<file path="src/rtl/io_pkg.sv">
// Shared definitions for the memory-mapped IO peripherals: window select bit,
// register offsets and the common pin-vector width.
package io_pkg;

  localparam int IO_SEL_BIT = 10;
  localparam int IO_DW      = 21;

  typedef enum logic [1:0] {
    IO_DATA   = 2'd0,
    IO_STATUS = 2'd1,
    IO_EDGES  = 2'd2,
    IO_RSVD   = 2'd3
  } io_reg_e;

endpackage

</file>
<file path="src/rtl/io_sync_debounce.sv">
// Two-flop synchroniser plus per-vector debouncer; emits a one-cycle change
// mask in the same cycle the debounced value updates.
module io_sync_debounce
  import io_pkg::*;
#(
  parameter int DW         = IO_DW,
  parameter int DEB_CYCLES = 4
) (
  input  logic          clock,
  input  logic          reset_n,
  input  logic [DW-1:0] pin_in,
  output logic [DW-1:0] stable,
  output logic [DW-1:0] chg
);

  localparam int            CW      = $clog2(DEB_CYCLES);
  localparam logic [CW-1:0] CNT_MAX = CW'(DEB_CYCLES - 1);

  logic [DW-1:0] s1;
  logic [DW-1:0] s;
  logic [DW-1:0] cand;
  logic [CW-1:0] cnt;
  logic          settled;

  always_ff @(posedge clock or negedge reset_n) begin
    if (!reset_n) begin
      s1 <= '0;
      s  <= '0;
    end else begin
      s1 <= pin_in;
      s  <= s1;
    end
  end

  // The candidate must be seen unchanged for DEB_CYCLES samples after loading.
  assign settled = (s == cand) && (cnt == CNT_MAX);
  assign chg     = settled ? (cand ^ stable) : '0;

  always_ff @(posedge clock or negedge reset_n) begin
    if (!reset_n) begin
      cand   <= '0;
      cnt    <= '0;
      stable <= '0;
    end else if (s != cand) begin
      cand <= s;
      cnt  <= '0;
    end else if (cnt != CNT_MAX) begin
      cnt <= cnt + CW'(1);
    end else begin
      stable <= cand;
    end
  end

endmodule

</file>
<file path="src/rtl/io_input_reader.sv">
// Read-side IO port on the data bus: debounced pin state, sticky change flags
// with write-1-to-clear, and the 1-cycle read mux between IO and data RAM.
module io_input_reader
  import io_pkg::*;
#(
  parameter int DW         = IO_DW,
  parameter int DEB_CYCLES = 4
) (
  input  logic          clock,
  input  logic          reset_n,
  input  logic          d_rw,
  input  logic [10:0]   daddr,
  input  logic [31:0]   ddata_w,
  input  logic [31:0]   mem0_dr,
  input  logic [DW-1:0] pin_in,
  output logic [31:0]   ddata_r,
  output logic          io_irq
);

  logic [DW-1:0] stable;
  logic [DW-1:0] chg;
  logic [DW-1:0] edges;
  logic [DW-1:0] clr;
  logic          io_sel;
  logic          edges_wr;
  io_reg_e       offset;
  logic [31:0]   io_rdata;
  logic [31:0]   io_q;
  logic          sel_q;
  logic          unused_bits;

  io_sync_debounce #(
    .DW         (DW),
    .DEB_CYCLES (DEB_CYCLES)
  ) u_sync_debounce (
    .clock   (clock),
    .reset_n (reset_n),
    .pin_in  (pin_in),
    .stable  (stable),
    .chg     (chg)
  );

  assign io_sel      = daddr[IO_SEL_BIT];
  assign offset      = io_reg_e'(daddr[1:0]);
  assign edges_wr    = d_rw && io_sel && (offset == IO_EDGES);
  assign clr         = edges_wr ? ddata_w[DW-1:0] : '0;
  assign unused_bits = ^{daddr[9:2], ddata_w[31:DW]};

  // New changes are OR-ed in after the clear so a simultaneous set survives.
  always_ff @(posedge clock or negedge reset_n) begin
    if (!reset_n) begin
      edges <= '0;
    end else begin
      edges <= (edges & ~clr) | chg;
    end
  end

  assign io_irq = |edges;

  always_comb begin
    io_rdata = '0;
    case (offset)
      IO_DATA:   io_rdata[DW-1:0] = stable;
      IO_STATUS: io_rdata[0]      = io_irq;
      IO_EDGES:  io_rdata[DW-1:0] = edges;
      default:   io_rdata         = '0;
    endcase
  end

  always_ff @(posedge clock or negedge reset_n) begin
    if (!reset_n) begin
      sel_q <= 1'b0;
      io_q  <= '0;
    end else begin
      sel_q <= io_sel;
      io_q  <= io_rdata;
    end
  end

  assign ddata_r = sel_q ? io_q : mem0_dr;

endmodule
</file>
<file path="config.mk">
export PLATFORM = sky130hd
export DESIGN_NAME = io_input_reader
export DESIGN_NICKNAME = d
export VERILOG_FILES = /design/src/rtl/io_pkg.sv /design/src/rtl/io_sync_debounce.sv /design/src/rtl/io_input_reader.sv
export SDC_FILE = /design/constraint.sdc
export NUM_CORES = 1
export LEC_CHECK = 0
export ABC_AREA = 0
export CAP_MARGIN = 10
export CELL_PAD_IN_SITES_DETAIL_PLACEMENT = 0
export CELL_PAD_IN_SITES_GLOBAL_PLACEMENT = 1
export CORE_ASPECT_RATIO = 0.5
export CORE_UTILIZATION = 35
export DETAILED_ROUTE_END_ITERATION = 8
export PLACE_DENSITY_LB_ADDON = 0.1
export SKIP_LAST_GASP = 1
export SLEW_MARGIN = 10
export SYNTH_ARGS = -nofsm -noshare
export SYNTH_HDL_FRONTEND = slang
export SYNTH_SLANG_ARGS = --single-unit
</file>
<file path="constraint.sdc">
create_clock -name clock -period 1.7 [get_ports clock]
set_input_delay 0.17 -clock clock [delete_from_list [all_inputs] [get_ports clock]]
set_output_delay 0.17 -clock clock [all_outputs]
set_load 0.005 [all_outputs]
</file>
Word level (Yosys, flattened, before mapping)
Cells that the tools add are included.
Storage, ports and cells
  flip-flop bits (word level): 129
Cells by class
  add/sub/neg operators: 1
  reductions and logical operators: 7
  muxes and demuxes: 7
  bitwise logic cells: 6
  eq/ne operators: 6
Operators with widths (number)
  $mux W21: 2
  $pmux W20 S2: 1
  $mux W32: 1
  $and A21 B21 Y21: 1
  $eq A21 B21 Y1: 1
  $ne A21 B21 Y1: 1
  $not A21 Y21: 1
  $or A21 B21 Y21: 1
  $reduce_or A21 Y1: 1
  $xor A21 B21 Y21: 1
  $eq A2 B2 Y1 const B: 2
  $mux W2: 2
  $logic_and A1 B1 Y1: 3
  $pmux W1 S3: 1
  $add A2 B1 Y2 const B: 1
  $eq A2 B1 Y1 const B: 1
  $logic_not A2 Y1: 1
  $ne A2 B2 Y1 const B: 1
  $not A1 Y1: 2
  $reduce_and A2 Y1: 1
  $reduce_bool A2 Y1: 1

Longest topological paths before layout
Gate-level depths: netlist of run 1.
  word-level depth: 6
  gate-level depth with buffers: 6
  mapped depth without buffers: 5

Cells and area by module
From an unflattened synthesis of run 1, not the netlist that was laid out.
Unflattened totals
  cells, all modules: 391
  area total of the unflattened synthesis: 5181.2 um^2
Modules (own cells, without submodules)
  io_sync_debounce: cells an instance 209, area each 3135.5 um^2, sequential area each 2152.1 um^2, instances 1
  io_input_reader: cells an instance 182, area each 2045.7 um^2, sequential area each 1076.0 um^2, instances 1

Least setup slack after synthesis of run 1
Ideal clock, no wire load.
  path type: register -> register
  start: register u_sync_debounce.cand[6]
  end: register u_sync_debounce.stable[10]
  buffers on the path: 1
  stages on the path, launching flop included: 6
  arrival: 1.575 ns
  setup slack: 0.000 ns
  period minus slack after synthesis: 1.700 ns
  setup time: 0.125 ns
  path through: dfrtp_1 xor2_1 nor4_4 nand4_2 buf_6 mux2_4
On the way
  longest elaborated chain between the ends: 3
RTL lines
  start, declared: RTL line io_sync_debounce.sv:21  | logic [DW-1:0] cand;
  start signal, assigned: RTL line io_sync_debounce.sv:45  | cand <= s;
  $ne A21 B21 Y1: RTL line io_sync_debounce.sv:44  | end else if (s != cand) begin
  $not A1 Y1 (no source line)
  $reduce_and A2 Y1 (no source line)
  end signal, assigned: RTL line io_sync_debounce.sv:50  | stable <= cand;
  end, declared: RTL line io_sync_debounce.sv:12  | output logic [DW-1:0] stable,
No other way between the ends.
A chain may end at the register's enable or synchronous reset.

Final worst setup path of run 1
  start: register u_sync_debounce.cand[5]
  end: register edges[11]
On the way
  longest elaborated chain between the ends: 4
RTL lines
  $eq A21 B21 Y1: RTL line io_sync_debounce.sv:36  | assign settled = (s == cand) && (cnt == CNT_MAX);
  $logic_and A1 B1 Y1: RTL line io_sync_debounce.sv:36
  $mux W21: RTL line io_sync_debounce.sv:37  | assign chg = settled ? (cand ^ stable) : '0;
  $or A21 B21 Y21: RTL line io_input_reader.sv:54  | edges <= (edges & ~clr) | chg;
  end signal, assigned: RTL line io_input_reader.sv:54
  end, declared: RTL line io_input_reader.sv:22  | logic [DW-1:0] edges;
No other way between the ends.

==> results of run 1 <==
## state kept, by name (all words and copies together), names as in the netlist
signal,flops
u_sync_debounce.cnt,2
u_sync_debounce.cand,21
edges,21
sel_q,1
io_q,21
u_sync_debounce.s,21
u_sync_debounce.stable,21
u_sync_debounce.s1,21
## cell families after synthesis
kind of cell / Yosys count
mux: 63
buf+inv: 35
flops: 129
xor+xnor: 43
compound gates: 23
simple gates: 97
fa+ha+maj: 1
## layout by cell type (no fill, tap or decap), types with 2 or more instances in the layout
master / instances
nand2_1: 45
clkdlybuf4s50_1: 78
mux2_2: 18
dlygate4sd2_1: 10
o21ai_0: 19
nand4_1: 4
buf_2: 13
buf_4: 49
mux2i_1: 21
clkinvlp_4: 4
inv_8: 4
buf_6: 13
o21ai_1: 2
buf_12: 6
buf_16: 2
xnor2_1: 36
nor4_2: 4
clkbuf_16: 18
inv_6: 6
mux2_4: 24
nor2_1: 25
nor2b_1: 12
xor2_1: 6
dfrtp_1: 128
## layout make-up
class                           instances  area (um2)
Inverter                                1        3.75
Tap cell                              192         240
Fill cell                            1183        6350
Timing Repair Buffer                  175        1670
Clock inverter                         15         136
Sequential cell                       129        3230
Clock buffer                           17         425
Multi-Input combinational cell        227        1790
## worst min-delay path by stage
stage                                                  end  startpoint  slack [ns]  cells after the start
after floorplan                         edges[0]$_DFF_PN0_     reset_n       -0.13                      0
after global placement     u_sync_debounce.s1[2]$_DFF_PN0_     reset_n        0.13                      1
after detailed placement   u_sync_debounce.s1[3]$_DFF_PN0_     reset_n        0.14                      1
after CTS                 u_sync_debounce.s1[17]$_DFF_PN0_  pin_in[17]        0.18                      1
after global routing      u_sync_debounce.s1[17]$_DFF_PN0_  pin_in[17]        0.17                      1
final                      u_sync_debounce.s1[8]$_DFF_PN0_   pin_in[8]        0.19                      1
## worst max-delay path, stage by stage (launching register included)
cell,delay (ns)
dfrtp_1,0.40
xnor2_2,0.18
nand4_1,0.16
nor4_4,0.26
nand4_4,0.20
buf_12,0.22
buf_4,0.15
o21ai_0,0.18
## power groups by stage
stage | Sequential [mW] | Combinational [mW] | Clock, mW
global route | 3.42 | 1.03 | 3.66
CTS | 3.38 | 0.901 | 3.52
global placement | 3.43 | 0.892 | 0
floorplan | 3.42 | 0.315 | 0
finish | 3.39 | 0.933 | 3.45
detailed placement | 3.44 | 0.893 | 0
## layer usage
| metal | vias up | track usage |
|---|---|---|
| met5 | - | 0 |
| li1 | 1606 | - |
| met3 | 15 | 0.0476 |
| met2 | 103 | 0.212 |
| met4 | 0 | 0.0560 |
| met1 | 1505 | 0.248 |
## what timing repair did
action	CTS	global route
hold endpoints to repair	30	0
cloned	3	1
hold buffers	1	0
setup buffers	12	5
gates resized for setup	104	30
pin swaps	4	6
endpoints found under the setup margin	60	63
==> summary.md, run 1 <==
| Metric | Value |
|---|---|
| Post-Syn Area per Cell | 13.0 um2 |
| Nets | about 650 |
| Pre-CTS WS | -0.101 ns |
| Die Span Y | roughly 87 um |
| Initial antenna violation count | 0 |
| TritonCTS clock tree | done |
| Arr. time, crit path | about 2.2 ns |
| Peak supply drop | 0.000610 V |
| Adder-cell share of the synthesized area | 0.00246 |
| Reg2Reg Depth | 7 |
| Area after DPL | 0.00672 mm2 |
| Relative slew slack | 0.716 |
| CP Capture Type | flip-flop |
| Failing checks | negative setup slack |
| Critical path launch point type | flip-flop |
| Routed wl met2 | 4.33 mm |
| Gpl congestion | 0.763 |
| Sequential Power Share | 0.437 |
| Final setup viols | 51 |
| Fraction of registers with async set/reset | 1.00 |
| Max-cap check violation count | 0 |
| Cells after Synth | 391 |
| Clk pwr share | 0.443 |
| Gr ovfl total | 0 |
| FF-to-FF Start | u_sync_debounce.cand[5]$_DFFE_PN0P_ |
| Remaining DRCs | 0 |
| Layout Utilization | 0.541 |
| Die W | 173 um |
| Top Metal Used | met4 |
| Distinct cells, synth | 25 |
| Vias in the first global route | 3293 |
| Layout cells sized above 1 | 0.303 |
| Mux share of post-synthesis cell area | 0.148 |
| DRT Pass-1 Iters | 4 |
| Cts bufs inserted | 17 |
| Critical path data required time | 2.02 ns |
| Cell with the most instances after synthesis | dfrtp_1 |
| Worst skew pair latency | 0.41 ns |
| Leakage | approximately 3.5 nW |
| Post-synth EDFFs | 0 |
| Pint | 5.77 mW |
| DR iter-0 viols | 151 |
| Power Total | 7.77 mW |
| Crit path max fanout | 19 |
| Top cells by count, synth | dfrtp_1, nand2_1, xnor2_1, clkbuf_1, nor2_1 |
| NetSw | ~2 mW |
| Final Max Tran Viols | 0 |
| Worst R2R End | edges[11]$_DFF_PN0_ |
| Synth Flop Type | dfrtp_1 |
| Antenna cells | 0 |
| FMAX | about 540 MHz |
| Final setup margin | -0.141 ns |
| Largest family of logic cells by synthesized area | multiplexers |
| H-Tree Depth | 4 |
| Post-Route WL | 11.3 mm |
| Vias | 3229 |
| Post-synthesis sequential area ratio | 0.634 |
| Synth Area in Compound Gates | 0.0236 |
| Port bufs | approximately 110 |
| Syn nets | about 490 |
| Hold WS | 0.189 ns |
| Clk slew on worst S/H paths | 0.06 ns |
| Avg WL per Cell | 15.0 um |
| Dpl cells | between 700 and 800 |
| RSZ-0062 raised after global routing | yes |
| Layout Cells excl Fill | 756 |
| Hold Fails Final Rpt | 0 |
| Final period utilization | 1.08 |
| Worst-Margin Slew | 0.427 ns |
| Largest net degree at the start of global routing | 54 |
| Hold crit path type | primary input to flip-flop |
| Ranking of synthesized cells by area | dfrtp_1, xnor2_1, mux2_4 |
| Cell Rows | 30 |
| Layout Skew | roughly 0.0067 ns |
| Flop-to-flop setup slack | -0.14 ns |
| Pwr per Cell Area | 1040 mW/mm2 |
| Core area | 0.0139 mm2 |
| CP endpoint | edges[11]$_DFF_PN0_ |
| Top-area cell type share of the netlist area | 0.634 |
| Fraction of power spent switching nets | 0.258 |
| P&R area growth vs syn | 47.3% |
| XOR/XNOR Fraction of Synth Area | 0.0740 |
| Setup CP Type | flip-flop to flip-flop |
| Ports | 132 |
| Die ar. | 0.0151 mm2 |
| Seq cells post-synth | 129 |
| Setup TNS | -5.26 ns |
| Final Cell Area | 0.00750 mm2 |
| Final ANT Viol Nets | 0 |
| Tmin final | 1.84 ns |
| Status | finished with violations |
| Vias per cell | approximately 4.3 |
| WL met3 | 599 um |
| Comb power frac | 0.120 |
| Initial Utilization | 0.368 |
| Crit path from | u_sync_debounce.cand[5]$_DFFE_PN0P_ |
| YS warnings | 0 |
| Metal-1 WL | 6.23 mm |
| First-pass GRT wire length | 18.1 mm |
| Clock tree buffer depth | 2 |
| Total Routing Usage GR | 0.162 |
| Post-Synth Simple-Gate Area | 0.0890 |
| Clk root buf | clkbuf_16 |
| Num Clock Sinks | between 100 and 150 |
| DP Wirelength | 7.67 mm |
| Largest area contributor in the netlist | dfrtp_1 |
| Synth Cell Area | 0.00509 mm2 |
(Power assumes the default switching activity.)
==> inputs of run 2 (changes only) <==
- CORE_UTILIZATION: 35 -> 40
- clock period: 1.7 -> 2.25 ns (I/O delays scaled with it)
==> run 2 against run 1 <==
  * The flow now finishes without violations
  * Via count shrank 5.5%
  * Utilization up 3.6 points
  * First-iteration DRC count shrank 9.9%
  * Clock power shrank 21%
  * Die area fell by 12%
  * Routed wire length shrank 7.2%
  * Critical endpoint is now ddata_r[15]
  * Largest cell class unchanged
==> summary.md, run 2 (synthesis results as in run 1) <==
| Metric | Value |
|---|---|
| Pre-CTS WS | 0.327 ns (+0.427 ns) |
| Metal-1 WL | 5.55 mm (-11%) |
| Final Max Tran Viols | 0 (unchanged) |
| Critical path data required time | 2.03 ns (about the same) |
| Max-cap check violation count | 0 (unchanged) |
| Total Routing Usage GR | 0.173 (+0.0114) |
| Port bufs | 112 (unchanged) |
| RSZ-0062 raised after global routing | no |
| Peak supply drop | 0.000742 V (+22%) |
| Relative slew slack | 0.613 (-0.102) |
| FMAX | 467 MHz |
| NetSw | 1.37 mW (-32%) |
| Core area | 0.0121 mm2 (-12%) |
| WL met3 | 637 um (+6.3%) |
| Initial antenna violation count | 0 (unchanged) |
| Setup TNS | 0 ns (+5.26 ns) |
| Setup CP Type | flip-flop to output pin |
| P&R area growth vs syn | 37.6% |
| Critical path launch point type | flip-flop |
| Status | finished, final reports clean |
| Gr ovfl total | 0 (unchanged) |
| Vias | 3050 (-5.5%) |
| Final ANT Viol Nets | 0 (unchanged) |
| Tmin final | between 2 and 2.5 ns |
| Vias per cell | 4.51 (+5.6%) |
| Clk root buf | clkbuf_16 |
| Routed wl met2 | 4.17 mm (-3.7%) |
| Sequential Power Share | 0.441 (+0.004) |
| Nets | 598 (-8.1%) |
| Fraction of power spent switching nets | 0.234 (-0.0243) |
| Cts bufs inserted | 17 (unchanged) |
| Pwr per Cell Area | 836 mW/mm2 (-19%) |
| Final setup margin | 0.109 ns (+0.250 ns) |
| Ports | 132 (unchanged) |
| Initial Utilization | 0.420 (+0.0524) |
| H-Tree Depth | 4 (unchanged) |
| Dpl cells | 642 (-9.2%) |
| Hold Fails Final Rpt | 0 (unchanged) |
| TritonCTS clock tree | done |
| Worst skew pair latency | 0.41 ns (about the same) |
| Cell Rows | 28 (-6.7%) |
| Comb power frac | 0.095 (-0.025) |
| Area after DPL | 0.00637 mm2 (-5.1%) |
| Pint | 4.49 mW (-22%) |
| Final setup viols | 0 (-100%) |
| First-pass GRT wire length | 16.6 mm (-8.4%) |
| Die W | 162 um (-6.4%) |
| Final period utilization | 0.952 |
| CP Capture Type | output pin |
| DR iter-0 viols | 136 (-9.9%) |
| Clk pwr share | 0.463 (+0.020) |
| Leakage | 3.11 nW (-11%) |
| Clock tree buffer depth | 2 (unchanged) |
| Layout Cells excl Fill | 676 (-11%) |
| Remaining DRCs | 0 (unchanged) |
| Layout Utilization | 0.578 (+0.0364) |
| Gpl congestion | 0.753 (-1.3%) |
| Top Metal Used | met4 |
| Die Span Y | 81.8 um (-6.3%) |
| Die ar. | 0.0132 mm2 (-12%) |
| Vias in the first global route | 3041 (-7.7%) |
| Antenna cells | 0 (unchanged) |
| Post-Route WL | 10.5 mm (-7.2%) |
| Layout Skew | 0.00885 ns (+0.00218 ns) |
| Most common cell after layout, fill and taps aside | dfrtp_1 |
| Arr. time, crit path | 1.92 ns (-0.25 ns) |
| Crit path max fanout | 32 (+13) |
| Final Cell Area | 0.00700 mm2 (-6.6%) |
| Commonest cells after routing, fill and taps aside | dfrtp_1, clkdlybuf4s50_1, nand2_1, xnor2_1, nor2_1 |
| Avg WL per Cell | 15.5 um (+3.8%) |
| Clk slew on worst S/H paths | 0.06 ns (about the same) |
| DP Wirelength | 7.68 mm (+0.17%) |
| Worst-Margin Slew | 0.580 ns (+0.154 ns) |
| Largest net degree at the start of global routing | 43 (-20%) |
| Hold crit path type | primary input to flip-flop |
| Layout cells sized above 1 | 0.174 (-0.129) |
| DRT Pass-1 Iters | 4 (unchanged) |
| Num Clock Sinks | 129 (unchanged) |
## run 2: changes by cell type in the layout (fill, tap and decap cells not counted), moves of 5 or more
cell             before  now
buf_4                49    7
clkdlybuf4s50_1      78  110
buf_2                13    0
buf_6                13    0
dlygate4sd2_1        10    0
mux2_2               18   23
mux2_4               24   19
## run 2: layout make-up
type                       instances  area (um2)
clock buffer                      19         443
clock inverter                    13         151
fill                            1006        5120
inverter                           1        3.75
multi-input combinational        227        1730
sequential                       129        3230
tap                              165         206
timing repair buffer             122        1240
## run 2: repair_timing
item / 4_1_cts / 5_1_grt
hold buffers: 1 / 0
hold endpoints to repair: 38 / 0
gates resized for setup: 2 / 2
pin swaps: 1 / 3
buffers inserted: 1 / 0
setup endpoints to repair: 1 / 1
## run 2: metal layers
layer | up-vias | GRT usage
li1 | 1502 | -
met1 | 1444 | 0.257
met2 | 92 | 0.238
met3 | 12 | 0.0505
met4 | 0 | 0.0623
met5 | - | 0
## run 2: power groups by stage
stage / combinational, mW / clock (mW) / sequential [mW]
after floorplan: 0.238 / 0 / 2.58
after global placement: 0.553 / 0 / 2.61
after detailed placement: 0.557 / 0 / 2.62
after CTS: 0.567 / 2.77 / 2.58
after global routing: 0.620 / 2.88 / 2.60
final: 0.558 / 2.71 / 2.58
## run 2: worst max-delay path: stages, from the launching register on
cell and delay (ns):
dfrtp_1 0.32, buf_4 0.33, mux2_2 0.38, clkdlybuf4s50_1 0.48
## run 2: worst paths after layout
check	depth (start not counted)	end	slack [ns]	startpoint
worst max register to register	6	u_sync_debounce.stable[11]$_DFFE_PN0P_	0.39	u_sync_debounce.cand[5]$_DFFE_PN0P_
worst min-delay path	1	u_sync_debounce.s1[5]$_DFF_PN0_	0.25	pin_in[5]
worst min register to register	0	u_sync_debounce.s[14]$_DFF_PN0_	0.35	u_sync_debounce.s1[14]$_DFF_PN0_
max in group asynchronous	3	u_sync_debounce.s1[12]$_DFF_PN0_	1.27	reset_n
worst max-delay path	3	ddata_r[15]	0.11	sel_q$_DFF_PN0_
min in group asynchronous	2	u_sync_debounce.s[8]$_DFF_PN0_	0.35	reset_n
## run 2: metrics by stage
stage | power (mW) | hold WS (ns)
after floorplan | 2.82 | -0.0706
after global placement | 3.17 | 0.250
after detailed placement | 3.18 | 0.256
after CTS | 5.92 | 0.234
after global routing | 6.10 | 0.234
final | 5.86 | 0.247
==> inputs of run 3 (changes only) <==
- MAX_ROUTING_LAYER: default -> met4
==> run 3 against run 2 <==
  * Final cell count unchanged
  * Fmax up 0.13%
  * Worst hold slack worse by 0.0013 ns
  * Combinational power about the same
  * Clock power about the same
  * Utilization unchanged
  * Sequential cell count unchanged
  * Critical path depth unchanged
  * Routed wire length down 0.45%
  * Power about the same
  * Largest power group unchanged
==> summary.md, run 3 (synthesis results as in run 1) <==
| Metric | Value |
|---|---|
| Final period utilization | 0.950 (-0.00121) |
| Die W | 162 um (unchanged) |
| Cell Rows | 28 (unchanged) |
| Dominant delay contributor by cell family on the critical path | buffers and inverters |
| Leakage | 3.11 nW (unchanged) |
| Nets | 598 (unchanged) |
| Die ar. | 0.0132 mm2 (unchanged) |
| Port bufs | 112 (unchanged) |
| Clk root buf | clkbuf_16 |
| Setup CP Type | flip-flop to output pin |
| RSZ-0062 raised after global routing | no |
| Antenna cells | 0 (unchanged) |
| P&R area growth vs syn | 37.6% (unchanged) |
| Hold Fails Final Rpt | 0 (unchanged) |
| CP Capture Type | output pin |
| Vias | 3051 (+0.033%) |
| Grt met3 use | 0.0500 (-0.000505) |
| DR iter-0 viols | 192 (+41%) |
| Clock tree buffer depth | 2 (unchanged) |
| First-pass GRT wire length | 16.6 mm (about the same) |
| Relative slew slack | 0.620 (+0.00666) |
| Crit path from | sel_q$_DFF_PN0_ |
| Cts bufs inserted | 17 (unchanged) |
| Total Routing Usage GR | 0.178 (+0.00520) |
| Initial antenna violation count | 0 (unchanged) |
| Reg2Reg Depth | 6 (unchanged) |
| CP bufs+invs | 2 (unchanged) |
| Peak supply drop | 0.000741 V (-0.18%) |
| Num Clock Sinks | 129 (unchanged) |
| Clk slew on worst S/H paths | 0.06 ns (about the same) |
| Max-cap check violation count | 0 (unchanged) |
| Most common cell after layout, fill and taps aside | dfrtp_1 |
| Vias per cell | 4.51 (about the same) |
| Commonest cells after routing, fill and taps aside | dfrtp_1, clkdlybuf4s50_1, nand2_1, xnor2_1, nor2_1 |
| Top Usage Layer GRT | met1 |
| Critical path data required time | 2.03 ns (about the same) |
| Pre-CTS WS | 0.327 ns (unchanged) |
| Flop-to-flop setup slack | 0.39 ns (about the same) |
| Setup TNS | 0 ns (unchanged) |
| Worst R2R End | u_sync_debounce.stable[11]$_DFFE_PN0P_ |
| Pwr per Cell Area | 836 mW/mm2 (about the same) |
| DP Wirelength | 7.68 mm (unchanged) |
| Arr. time, crit path | 1.91 ns (about the same) |
| Vias in the first global route | 3038 (-0.099%) |
| Layout Skew | 0.0107 ns (+0.00186 ns) |
| Final setup viols | 0 (unchanged) |
| Ports | 132 (unchanged) |
| CP max stage delay | 0.48 ns (about the same) |
| Initial Utilization | 0.420 (unchanged) |
| Slowest CP cell | clkdlybuf4s50_1 |
| CP Depth | 3 (unchanged) |
| Worst-Margin Slew | 0.570 ns (-0.00999 ns) |
| Hold crit path type | primary input to flip-flop |
| Layout cells sized above 1 | 0.174 (unchanged) |
| Crit path max fanout | 32 (unchanged) |
| Final setup margin | 0.111 ns (+0.00272 ns) |
| Status | finished, final reports clean |
| H-Tree Depth | 4 (unchanged) |
| GR Util met2 | 0.237 (-0.00129) |
| Gpl congestion | 0.762 (+1.3%) |
| FMAX | 468 MHz (+0.13%) |
| Post-Route WL | 10.4 mm (-0.45%) |
| Final ANT Viol Nets | 0 (unchanged) |
| Worst skew pair latency | 0.41 ns (about the same) |
| Avg WL per Cell | 15.4 um (-0.45%) |
| TritonCTS clock tree | done |
| Gr ovfl total | 0 (unchanged) |
| Die Span Y | 81.8 um (unchanged) |
| Core area | 0.0121 mm2 (unchanged) |
| FF-to-FF Start | u_sync_debounce.cand[5]$_DFFE_PN0P_ |
| Critical path launch point type | flip-flop |
| Largest net degree at the start of global routing | 43 (unchanged) |
| Tmin final | 2.14 ns (-0.00272 ns) |
| Remaining DRCs | 0 (unchanged) |
| Met1 GRT Util | 0.258 (+0.000656) |
| CP endpoint | ddata_r[15] |
| Final Max Tran Viols | 0 (unchanged) |
| DRT Pass-1 Iters | 4 (unchanged) |
| CP Cell Sequence | buf_4 > mux2_2 > clkdlybuf4s50_1 |
==> run 3: cell counts in the layout (fill, tap and decap cells not counted) <==
No cell type changed its count.
==> run 3: what timing repair did <==
item	in CTS	in global routing
buffers inserted	1	0
hold buffers	1	0
pin swaps	1	3
endpoints found under the setup margin	1	1
endpoints found under the hold margin	38	0
gates cloned	0	0
resized for setup	2	2
==> run 3: how the worst min path moves through the flow <==
stage / from / end / cells past startpoint
2_1_floorplan: reset_n / edges[0]$_DFF_PN0_ / 0
6_report: pin_in[5] / u_sync_debounce.s1[5]$_DFF_PN0_ / 1
4_1_cts: pin_in[0] / u_sync_debounce.s1[0]$_DFF_PN0_ / 1
5_1_grt: pin_in[9] / u_sync_debounce.s1[9]$_DFF_PN0_ / 1
3_3_place_gp: reset_n / u_sync_debounce.s[8]$_DFF_PN0_ / 1
3_5_place_dp: reset_n / u_sync_debounce.s1[7]$_DFF_PN0_ / 1
==> run 3: routing by layer <==
metal	vias to the layer above	part of all wire
li1	1503	-
met4	0	0.013
met1	1443	0.52
met5	-	0
met3	12	0.070
met2	93	0.40
==> run 3: cell type report <==
class / instances / area (um2)
Multi-Input combinational cell: 227 / 1730
Clock buffer: 19 / 443
Inverter: 1 / 3.75
Timing Repair Buffer: 122 / 1240
Sequential cell: 129 / 3230
Fill cell: 1006 / 5120
Tap cell: 165 / 206
Clock inverter: 13 / 151
==> run 3: power by group <==
part	switching [mW]	total [mW]	internal, mW
clock	1.03	2.71	1.68
sequential	0.114	2.58	2.47
combinational	0.221	0.558	0.336
==> run 3: metrics by stage <==
stage	std cells	util	hold WS (ns)	total power [mW]	cell area, um2
after CTS	676	0.577	0.234	5.92	6990
after detailed placement	642	0.526	0.256	3.18	6370
after floorplan	391	-	-0.0706	2.82	5090
after global routing	676	0.578	0.232	6.10	7000
final	676	0.578	0.246	5.85	7000
after global placement	642	0.526	0.250	3.17	6370
